===== config.mk =====
export PLATFORM = sky130hd
export DESIGN_NAME = fetch_stage_flat
export DESIGN_NICKNAME = d
export VERILOG_FILES = /design/src/rtl/riscv_pkg.sv /design/src/rtl/fetch_stage_if.sv /design/src/rtl/fetch_stage_if_id_reg.sv /design/src/rtl/fetch_stage.sv /design/src/flat_wrapper.sv
export SDC_FILE = /design/constraint.sdc
export NUM_CORES = 1
export LEC_CHECK = 0
export CORE_MARGIN = 10
export CORE_UTILIZATION = 47
export CTS_BUF_LIST = sky130_fd_sc_hd__clkbuf_8 sky130_fd_sc_hd__clkbuf_16
export DETAILED_ROUTE_END_ITERATION = 6
export PLACE_DENSITY_LB_ADDON = 0.2
export SLEW_MARGIN = 20
export SYNTH_ARGS = -nofsm -noshare
export SYNTH_HDL_FRONTEND = slang
export SYNTH_HIERARCHICAL = 1
export SYNTH_SLANG_ARGS = --single-unit

===== constraint.sdc =====
create_clock -name clk -period 2.79 [get_ports clk]
set_clock_uncertainty 0.2 [all_clocks]
set_input_delay 0.558 -clock clk [delete_from_list [all_inputs] [get_ports clk]]
set_output_delay 0.558 -clock clk [all_outputs]
set_load 0.05 [all_outputs]

===== src/rtl/riscv_pkg.sv =====
// Shared core constants for the RV32I pipeline.
//   XLEN             architectural register/PC width
//   NOP_INSTR        bubble instruction (addi x0,x0,0)
//   RESET_PC         PC loaded on reset
//   INSTR_ALIGN_BITS low PC bits forced to zero for 4-byte instructions
package riscv_pkg;
   localparam int          XLEN             = 32;
   localparam logic [31:0] NOP_INSTR        = 32'h0000_0013;
   localparam logic [31:0] RESET_PC         = 32'h0000_0000;
   localparam int          INSTR_ALIGN_BITS = 2;

   // Clear the sub-word bits of a byte target; no misalignment trap is raised.
   function automatic logic [XLEN-1:0] align_pc(input logic [XLEN-1:0] a);
      return {a[XLEN-1:INSTR_ALIGN_BITS], {INSTR_ALIGN_BITS{1'b0}}};
   endfunction
endpackage


===== src/rtl/fetch_stage_if.sv =====
// Instruction-ROM bus between the fetch stage and a combinational ROM.
//   imem_addr  word address driven by fetch (master)
//   imem_data  instruction returned by the ROM (slave), same cycle
interface fetch_stage_if #(
   parameter int DATA_WIDTH = 32,
   parameter int ADDR_WIDTH = 8
);
   logic [ADDR_WIDTH-1:0] imem_addr;
   logic [DATA_WIDTH-1:0] imem_data;

   modport master (output imem_addr, input  imem_data);
   modport slave  (input  imem_addr, output imem_data);
endinterface


===== src/rtl/fetch_stage_if_id_reg.sv =====
// IF/ID pipeline register.
//   clk, rst   clock, synchronous active-high reset
//   bubble     load a bubble (valid 0, NOP, zero PCs); beats hold
//   hold       keep all fields
//   in_*       fields captured on a normal load
//   valid, instr, pc, pc4  registered outputs
module if_id_reg
   import riscv_pkg::*;
#(
   parameter int          DATA_WIDTH = 32,
   parameter logic [DATA_WIDTH-1:0] NOP = DATA_WIDTH'(NOP_INSTR)
) (
   input  logic                  clk,
   input  logic                  rst,
   input  logic                  bubble,
   input  logic                  hold,
   input  logic [DATA_WIDTH-1:0] in_instr,
   input  logic [XLEN-1:0]       in_pc,
   input  logic [XLEN-1:0]       in_pc4,
   output logic                  valid,
   output logic [DATA_WIDTH-1:0] instr,
   output logic [XLEN-1:0]       pc,
   output logic [XLEN-1:0]       pc4
);
   always_ff @(posedge clk) begin
      if (rst || bubble) begin
         valid <= 1'b0;
         instr <= NOP;
         pc    <= '0;
         pc4   <= '0;
      end else if (!hold) begin
         valid <= 1'b1;
         instr <= in_instr;
         pc    <= in_pc;
         pc4   <= in_pc4;
      end
   end
endmodule


===== src/rtl/fetch_stage.sv =====
// RV32I instruction fetch stage: PC register, next-PC mux, fetch counter,
// and the IF/ID register fed from a zero-latency instruction ROM.
//   clk, rst      clock, synchronous active-high reset
//   stall         hold PC, IF/ID and counter (decode load-use hazard)
//   redirect      taken branch/jump from execute; overrides stall
//   redirect_pc   byte target (low 2 bits ignored)
//   imem          ROM bus (master): word address out, instruction in
//   pc            current fetch PC
//   if_id_*       IF/ID register outputs
//   fetch_count   valid instructions captured since reset
module fetch_stage
   import riscv_pkg::*;
#(
   parameter int                    DATA_WIDTH = 32,
   parameter int                    ADDR_WIDTH = 8,
   parameter logic [31:0]           RESET_PC   = riscv_pkg::RESET_PC,
   parameter logic [DATA_WIDTH-1:0] NOP_INSTR  = DATA_WIDTH'(riscv_pkg::NOP_INSTR)
) (
   input  logic                  clk,
   input  logic                  rst,
   input  logic                  stall,
   input  logic                  redirect,
   input  logic [XLEN-1:0]       redirect_pc,
   fetch_stage_if.master         imem,
   output logic [XLEN-1:0]       pc,
   output logic                  if_id_valid,
   output logic [DATA_WIDTH-1:0] if_id_instr,
   output logic [XLEN-1:0]       if_id_pc,
   output logic [XLEN-1:0]       if_id_pc4,
   output logic [31:0]           fetch_count
);
   logic [XLEN-1:0] pc_plus4;

   assign pc_plus4 = pc + 32'd4;
   // PC bits above the ROM range are dropped: fetch aliases modulo ROM size.
   assign imem.imem_addr = pc[ADDR_WIDTH+1:INSTR_ALIGN_BITS];

   always_ff @(posedge clk) begin
      if (rst) begin
         pc          <= RESET_PC;
         fetch_count <= '0;
      end else if (redirect) begin
         pc <= align_pc(redirect_pc);
      end else if (!stall) begin
         pc          <= pc_plus4;
         fetch_count <= fetch_count + 32'd1;
      end
   end

   // The instruction on imem_data during a redirect is wrong-path: bubble it.
   if_id_reg #(
      .DATA_WIDTH (DATA_WIDTH),
      .NOP        (NOP_INSTR)
   ) u_if_id (
      .clk      (clk),
      .rst      (rst),
      .bubble   (redirect),
      .hold     (stall),
      .in_instr (imem.imem_data),
      .in_pc    (pc),
      .in_pc4   (pc_plus4),
      .valid    (if_id_valid),
      .instr    (if_id_instr),
      .pc       (if_id_pc),
      .pc4      (if_id_pc4)
   );
endmodule


===== src/flat_wrapper.sv =====
// flat-port wrapper written by rule: the top's interface ports become plain ports
module fetch_stage_flat import riscv_pkg::*;
#(
   parameter int                    DATA_WIDTH = 32,
   parameter int                    ADDR_WIDTH = 8,
   parameter logic [31:0]           RESET_PC   = riscv_pkg::RESET_PC,
   parameter logic [DATA_WIDTH-1:0] NOP_INSTR  = DATA_WIDTH'(riscv_pkg::NOP_INSTR)
)
  (clk, rst, stall, redirect, redirect_pc, pc, if_id_valid, if_id_instr, if_id_pc, if_id_pc4, fetch_count, imem_imem_addr, imem_imem_data);
  fetch_stage_if #(.DATA_WIDTH(DATA_WIDTH), .ADDR_WIDTH(ADDR_WIDTH)) imem_i ();
  input  logic clk;
  input  logic rst;
  input  logic stall;
  input  logic redirect;
  input  logic [XLEN-1:0] redirect_pc;
  output logic [XLEN-1:0] pc;
  output logic if_id_valid;
  output logic [DATA_WIDTH-1:0] if_id_instr;
  output logic [XLEN-1:0] if_id_pc;
  output logic [XLEN-1:0] if_id_pc4;
  output logic [31:0] fetch_count;
  output wire logic [$bits(imem_i.imem_addr)-1:0] imem_imem_addr;
  input wire logic [$bits(imem_i.imem_data)-1:0] imem_imem_data;
  assign imem_imem_addr = imem_i.imem_addr;
  assign imem_i.imem_data = imem_imem_data;
  fetch_stage #(.DATA_WIDTH(DATA_WIDTH), .ADDR_WIDTH(ADDR_WIDTH), .RESET_PC(RESET_PC), .NOP_INSTR(NOP_INSTR)) u_core (.clk(clk), .rst(rst), .stall(stall), .redirect(redirect), .redirect_pc(redirect_pc), .imem(imem_i), .pc(pc), .if_id_valid(if_id_valid), .if_id_instr(if_id_instr), .if_id_pc(if_id_pc), .if_id_pc4(if_id_pc4), .fetch_count(fetch_count));
endmodule

Word level (Yosys, flattened, before mapping)

Index checks and enable logic that the tools add are counted.

Bits of input ports: 68
Register bits after elaboration: 161

Multiplexer cells: 2
Reduce and logical (&&, ||, !) cells: 3
Add/subtract/negate cells: 2
Equal/unequal tests: 1
Bitwise gates (word level): 2

Operators with widths:

| operator              | number |
|---|---|
| $mux 32               | 2 |
| $add 32x1->32 const B | 1 |
| $add 32x3->32 const B | 1 |
| $ne 2x1->1 const B    | 1 |
| $not 1->1             | 2 |
| $reduce_and 2->1      | 1 |
| $reduce_or 2->1       | 1 |
| $logic_or 1x1->1      | 1 |

Logic depth before layout (Yosys ltp)

Depth in word-level cells: 3
Depth in mapped cells: 9

Cells and area by module

The synthesis kept the hierarchy.

By module, submodules not included:

| module      | sequential area each (µm²) | area each (µm²) | cells each | instances |
|---|---|---|---|---|
| fetch_stage | 1,241.2                    | 3,883.7         | 488        | 1 |
| if_id_reg   | 1,941.9                    | 3,482.1         | 315        | 1 |

Least setup slack after synthesis

No wires, ideal clock.

Path kind: register -> register
Start: register u_core.fetch_count[1]
End: register u_core.fetch_count[22]
Period minus slack after synthesis: 2.744 ns
Arrival time: 2.423 ns
Cell stages (with the launch flop): 7
Path slack: 0.046 ns
Required time: 2.469 ns
Cell sequence: dfxtp_1 ha_1 nand4bb_2 or4_1 buf_2 nor4_1 mux2_2

Longest elaborated chain between the ends: 1

RTL lines:

| element                | RTL line          | text |
|---|---|---|
| from (decl)            | fetch_stage.sv:30 | `output logic [31:0] fetch_count` |
| from (signal assigned) | fetch_stage.sv:46 | `fetch_count <= fetch_count + 32'd1;` |
| $add 32x1->32          | fetch_stage.sv:46 |  |

No other way between the ends.
A chain may end at the register's enable or synchronous reset.

Final worst setup path

Start: register u_core.pc[4]
End: output imem_imem_addr[2]

RTL lines:

| element                | RTL line           | text |
|---|---|---|
| from (decl)            | fetch_stage.sv:25  | `output logic [XLEN-1:0] pc,` |
| from (signal assigned) | fetch_stage.sv:43  | `pc <= align_pc(redirect_pc);` |
| from (signal assigned) | fetch_stage.sv:45  | `pc <= pc_plus4;` |
| to (decl)              | flat_wrapper.sv:22 | `output wire logic [$bits(imem_i.imem_addr)-1:0] imem_imem_addr;` |

No word-level cell between the ends.

==> impl_summary.log <==
[metrics] number of hold violations in the final report: 0
[metrics] clock tree from TritonCTS: yes
[metrics] number of flip-flops and latches in the synthesized netlist: 159
[metrics] largest net degree at the start of global routing: 57
[metrics] CTS H-tree lvls: 4
[metrics] number of CTS-inserted buffers: 17
[metrics] # setup viols final: 0
[metrics] post-route fraction of the period consumed by the critical path: 94.5%
[metrics] TritonCTS sink count: 159
[metrics] dominant combinational cell family by area after synthesis: simple AND/OR/NAND/NOR gates
[metrics] routed via count: 6,691
[metrics] normalized max-slew margin: 41.2%
[metrics] RD Place Congestion: 0.854
[metrics] sequential cell area fraction in the yosys report: 43.2%
[metrics] fin cells: 1,254
[metrics] number of antenna violations at the first check in global routing: 0
[metrics] arrival time worst endpoint: 1880 ps
[metrics] commonest cells in the netlist: 159 x sky130_fd_sc_hd__dfxtp_1, 138 x sky130_fd_sc_hd__nor2_1, 97 x sky130_fd_sc_hd__mux2i_1, 32 x sky130_fd_sc_hd__nand2_1, 27 x sky130_fd_sc_hd__clkbuf_1
[metrics] number of flops mapped to enable cells by yosys: 0
[metrics] antenna viol nets, final: 0
[metrics] number of buffers on the longest clock path: 2
[metrics] Max VDD drop: 0.000417 V
[metrics] cells resized by post-CTS repair: 0
[metrics] total number of yosys warnings: 6
[metrics] mean routed wirelength per cell: 17.4 um
[metrics] pwr/cell area: 537 nW/um^2
[metrics] share of synthesized area spent on multiplexers: 14.3%
[metrics] detail-routed via count per cell: 5.34
[metrics] net count of the finished layout: 1,101
[metrics] count of buffers added by post-CTS timing repair for setup: 0
[metrics] first-pass GRT wire length: 34,800 um
[metrics] leakage power figure: 4.01 nW
[metrics] number of maximum-capacitance constraint violations: 0
[metrics] largest area contributor in the synthesized netlist: sky130_fd_sc_hd__dfxtp_1
[metrics] kind of capture point of the worst setup path: output pin
[metrics] worst-skew pair later-pin latency: 420 ps
[metrics] unrepaired setup endpoints after global routing: false
[metrics] Worst Path Class, Setup: reg -> out
[metrics] cells along the critical path: clkdlybuf4s50_1
[metrics] predominant post-synthesis flop cell: sky130_fd_sc_hd__dfxtp_1
[metrics] hold buffer count at CTS: 0
[metrics] share of Yosys cell area claimed by the top area cell type: 43.2%
[metrics] number of I/O port buffers: 232
[metrics] Starting DRT DRC Count: 439
[metrics] worst-margin pin slew: 881 ps
[metrics] Starting Density: 48.3%
[metrics] peak clock frequency supported by timing: 379 MHz
[metrics] Post-Synth XOR/XNOR Area: 5.59%
[metrics] most frequent cell after synthesis: sky130_fd_sc_hd__dfxtp_1
[metrics] CP startpoint kind: flop
[metrics] overall die width: 145 um
[metrics] first-pass iteration count of the detailed router: 5
[metrics] Post-Synth Simple-Gate Area: 22.4%
[metrics] adder-cell share of the synthesized area: 0.340%
[metrics] residual overflow from global routing: 0
[metrics] DRC violation count after routing: 0
[metrics] diodes inserted: 0
[metrics] area of the die: 21,100 um^2
[metrics] placement row count: 45
[metrics] peak fanout along the critical path: 12
[metrics] required arrival time at the worst endpoint: 2030 ps
[metrics] synthesized-area fraction occupied by ao, oa, aoi and oai cells: 7.63%
[metrics] core outline area: 15,300 um^2
[metrics] cell area reported after detailed placement: 9920 um^2
[metrics] area added between synthesis and finish: 42.7%
[metrics] vias in the first global route: 6,457
[metrics] CP max stage delay: 890 ps
[metrics] distinct cell type count after synthesis: 47
[metrics] average footprint of a synthesized cell: 9.17 um^2
[metrics] share of post-route cells with drive strength above 1: 9.20%
[metrics] fin area: 10,500 um^2
[metrics] gate count of the mapped netlist: 803
[metrics] number of top-level design ports: 237
[metrics] result of the run: finished, final reports clean
[metrics] async set or reset register ratio after synthesis: 0%
[metrics] slowest library cell on the worst path: sky130_fd_sc_hd__clkdlybuf4s50_1
[metrics] number of buffer and inverter stages on the critical path: 1
[metrics] post-placement cell count: 1,223
[metrics] master cell of the clock root buffer: sky130_fd_sc_hd__clkbuf_16
[metrics] vertical extent of the die: 145 um
[metrics] kind of cell with the highest combined delay on the critical path: buffers and inverters
[metrics] Tightest Hold Check Type: reg -> reg
[metrics] global-route total usage across every layer: 19.9%
[metrics] post-synth design cell area: 7370 um^2
[metrics] routed wire length: 21,800 um
[metrics] pins over their slew limit: 0
[metrics] final worst path period need: 2640 ps
[metrics] register clock-pin slew on the reported worst setup and hold paths: 60 ps
[metrics] Area contributors post-synth: sky130_fd_sc_hd__dfxtp_1 43%, sky130_fd_sc_hd__mux2i_1 13%, sky130_fd_sc_hd__nor2_1 7.0%
[metrics] post-detailed-placement half-perimeter wirelength: 15,800 um
cell usage in the layout, fill, tap and decap left out, types with 3 or more instances in the layout:
cell type                           n
sky130_fd_sc_hd__clkbuf_16         17
sky130_fd_sc_hd__nor4b_1            4
sky130_fd_sc_hd__xnor2_1           21
sky130_fd_sc_hd__o21ai_0           11
sky130_fd_sc_hd__and4_1            14
sky130_fd_sc_hd__a2111oi_0          6
sky130_fd_sc_hd__nand3_1           22
sky130_fd_sc_hd__a21oi_1           19
sky130_fd_sc_hd__or3_1              7
sky130_fd_sc_hd__o31ai_1           18
sky130_fd_sc_hd__mux2_2             7
sky130_fd_sc_hd__nor3_1            15
sky130_fd_sc_hd__nor2_1           138
sky130_fd_sc_hd__bufinv_16          3
sky130_fd_sc_hd__dfxtp_1          159
sky130_fd_sc_hd__or4_1             19
sky130_fd_sc_hd__nor4_1            16
sky130_fd_sc_hd__clkinv_2           3
sky130_fd_sc_hd__nand2_1           32
sky130_fd_sc_hd__and3_1             4
sky130_fd_sc_hd__mux2i_1           97
sky130_fd_sc_hd__a211oi_1          12
sky130_fd_sc_hd__nand4_1           18
sky130_fd_sc_hd__nor2_2            10
sky130_fd_sc_hd__clkdlybuf4s50_1  230
sky130_fd_sc_hd__nor2b_1            8
sky130_fd_sc_hd__inv_1             18
sky130_fd_sc_hd__a311oi_1          12
sky130_fd_sc_hd__xor2_1            26
sky130_fd_sc_hd__buf_4             40
sky130_fd_sc_hd__buf_12             3
sky130_fd_sc_hd__conb_1             6
metrics by stage:
stage                     utilization, %  total power (W)  hold WS, ps  setup WS (ps)  setup TNS, ps
after detailed placement            65.0          0.00334          251           -144           -637
after CTS                           68.9          0.00570          264            121              0
after floorplan                        -          0.00302          467           45.8              0
final                               68.9          0.00565          262            152              0
after global placement              65.0          0.00333          236           -117           -432
after global routing                68.9          0.00584          299           74.6              0
power by group:
part / internal [W] / switching (W)
Combinational: 0.000356 / 0.000535
Sequential: 0.00234 / 0.0000635
Clock: 0.00144 / 0.000917
Total: 0.00414 / 0.00152
sequential cells by signal (all words and copies together), names as in the netlist:
signal and flops:
u_core/fetch_count 32, u_core/pc 30, u_core/u_if_id/instr 32, u_core/u_if_id/pc 32
u_core/u_if_id/pc4 32, u_core/u_if_id/valid 1
final cells by class:
type                            count  area [um^2]
Clock inverter                     12          145
Inverter                           17         63.8
Multi-Input combinational cell    561         3730
Sequential cell                   159         3180
Clock buffer                       19          453
Timing Repair Buffer              275         2680
Fill cell                        1265         4740
Tap cell                          211          264
path summary, 6_finish.rpt:
| kind | start | end | slack [ps] | cells after the start |
|---|---|---|---|---|
| max | u_core/pc[4] | imem_imem_addr[2] | 150 | 1 |
| max reg2reg | u_core/fetch_count[1] | u_core/fetch_count[22] | 260 | 6 |
| min reg2reg | u_core/u_if_id/valid | u_core/u_if_id/valid | 260 | 2 |
| min | u_core/u_if_id/valid | u_core/u_if_id/valid | 260 | 2 |
logic make-up after synthesis:
group,Yosys count
AO/OA/AOI/OAI,82
XOR/XNOR,47
adder cells (fa/ha/maj),2
buffers and inverters,88
flip-flops,159
multiplexers,104
other,1
AND/OR/NAND/NOR,320
metal layers:
metal / vias to the layer above / global-route usage (%) / wire length, um
met5: - / 0 / 0
met4: 0 / 6.07 / 296
met3: 24 / 7.45 / 1930
met2: 206 / 32.9 / 10400
met1: 3166 / 23.4 / 9150
li1: 3295 / - / -
No activity file was read; power rests on OpenSTA's default activity.
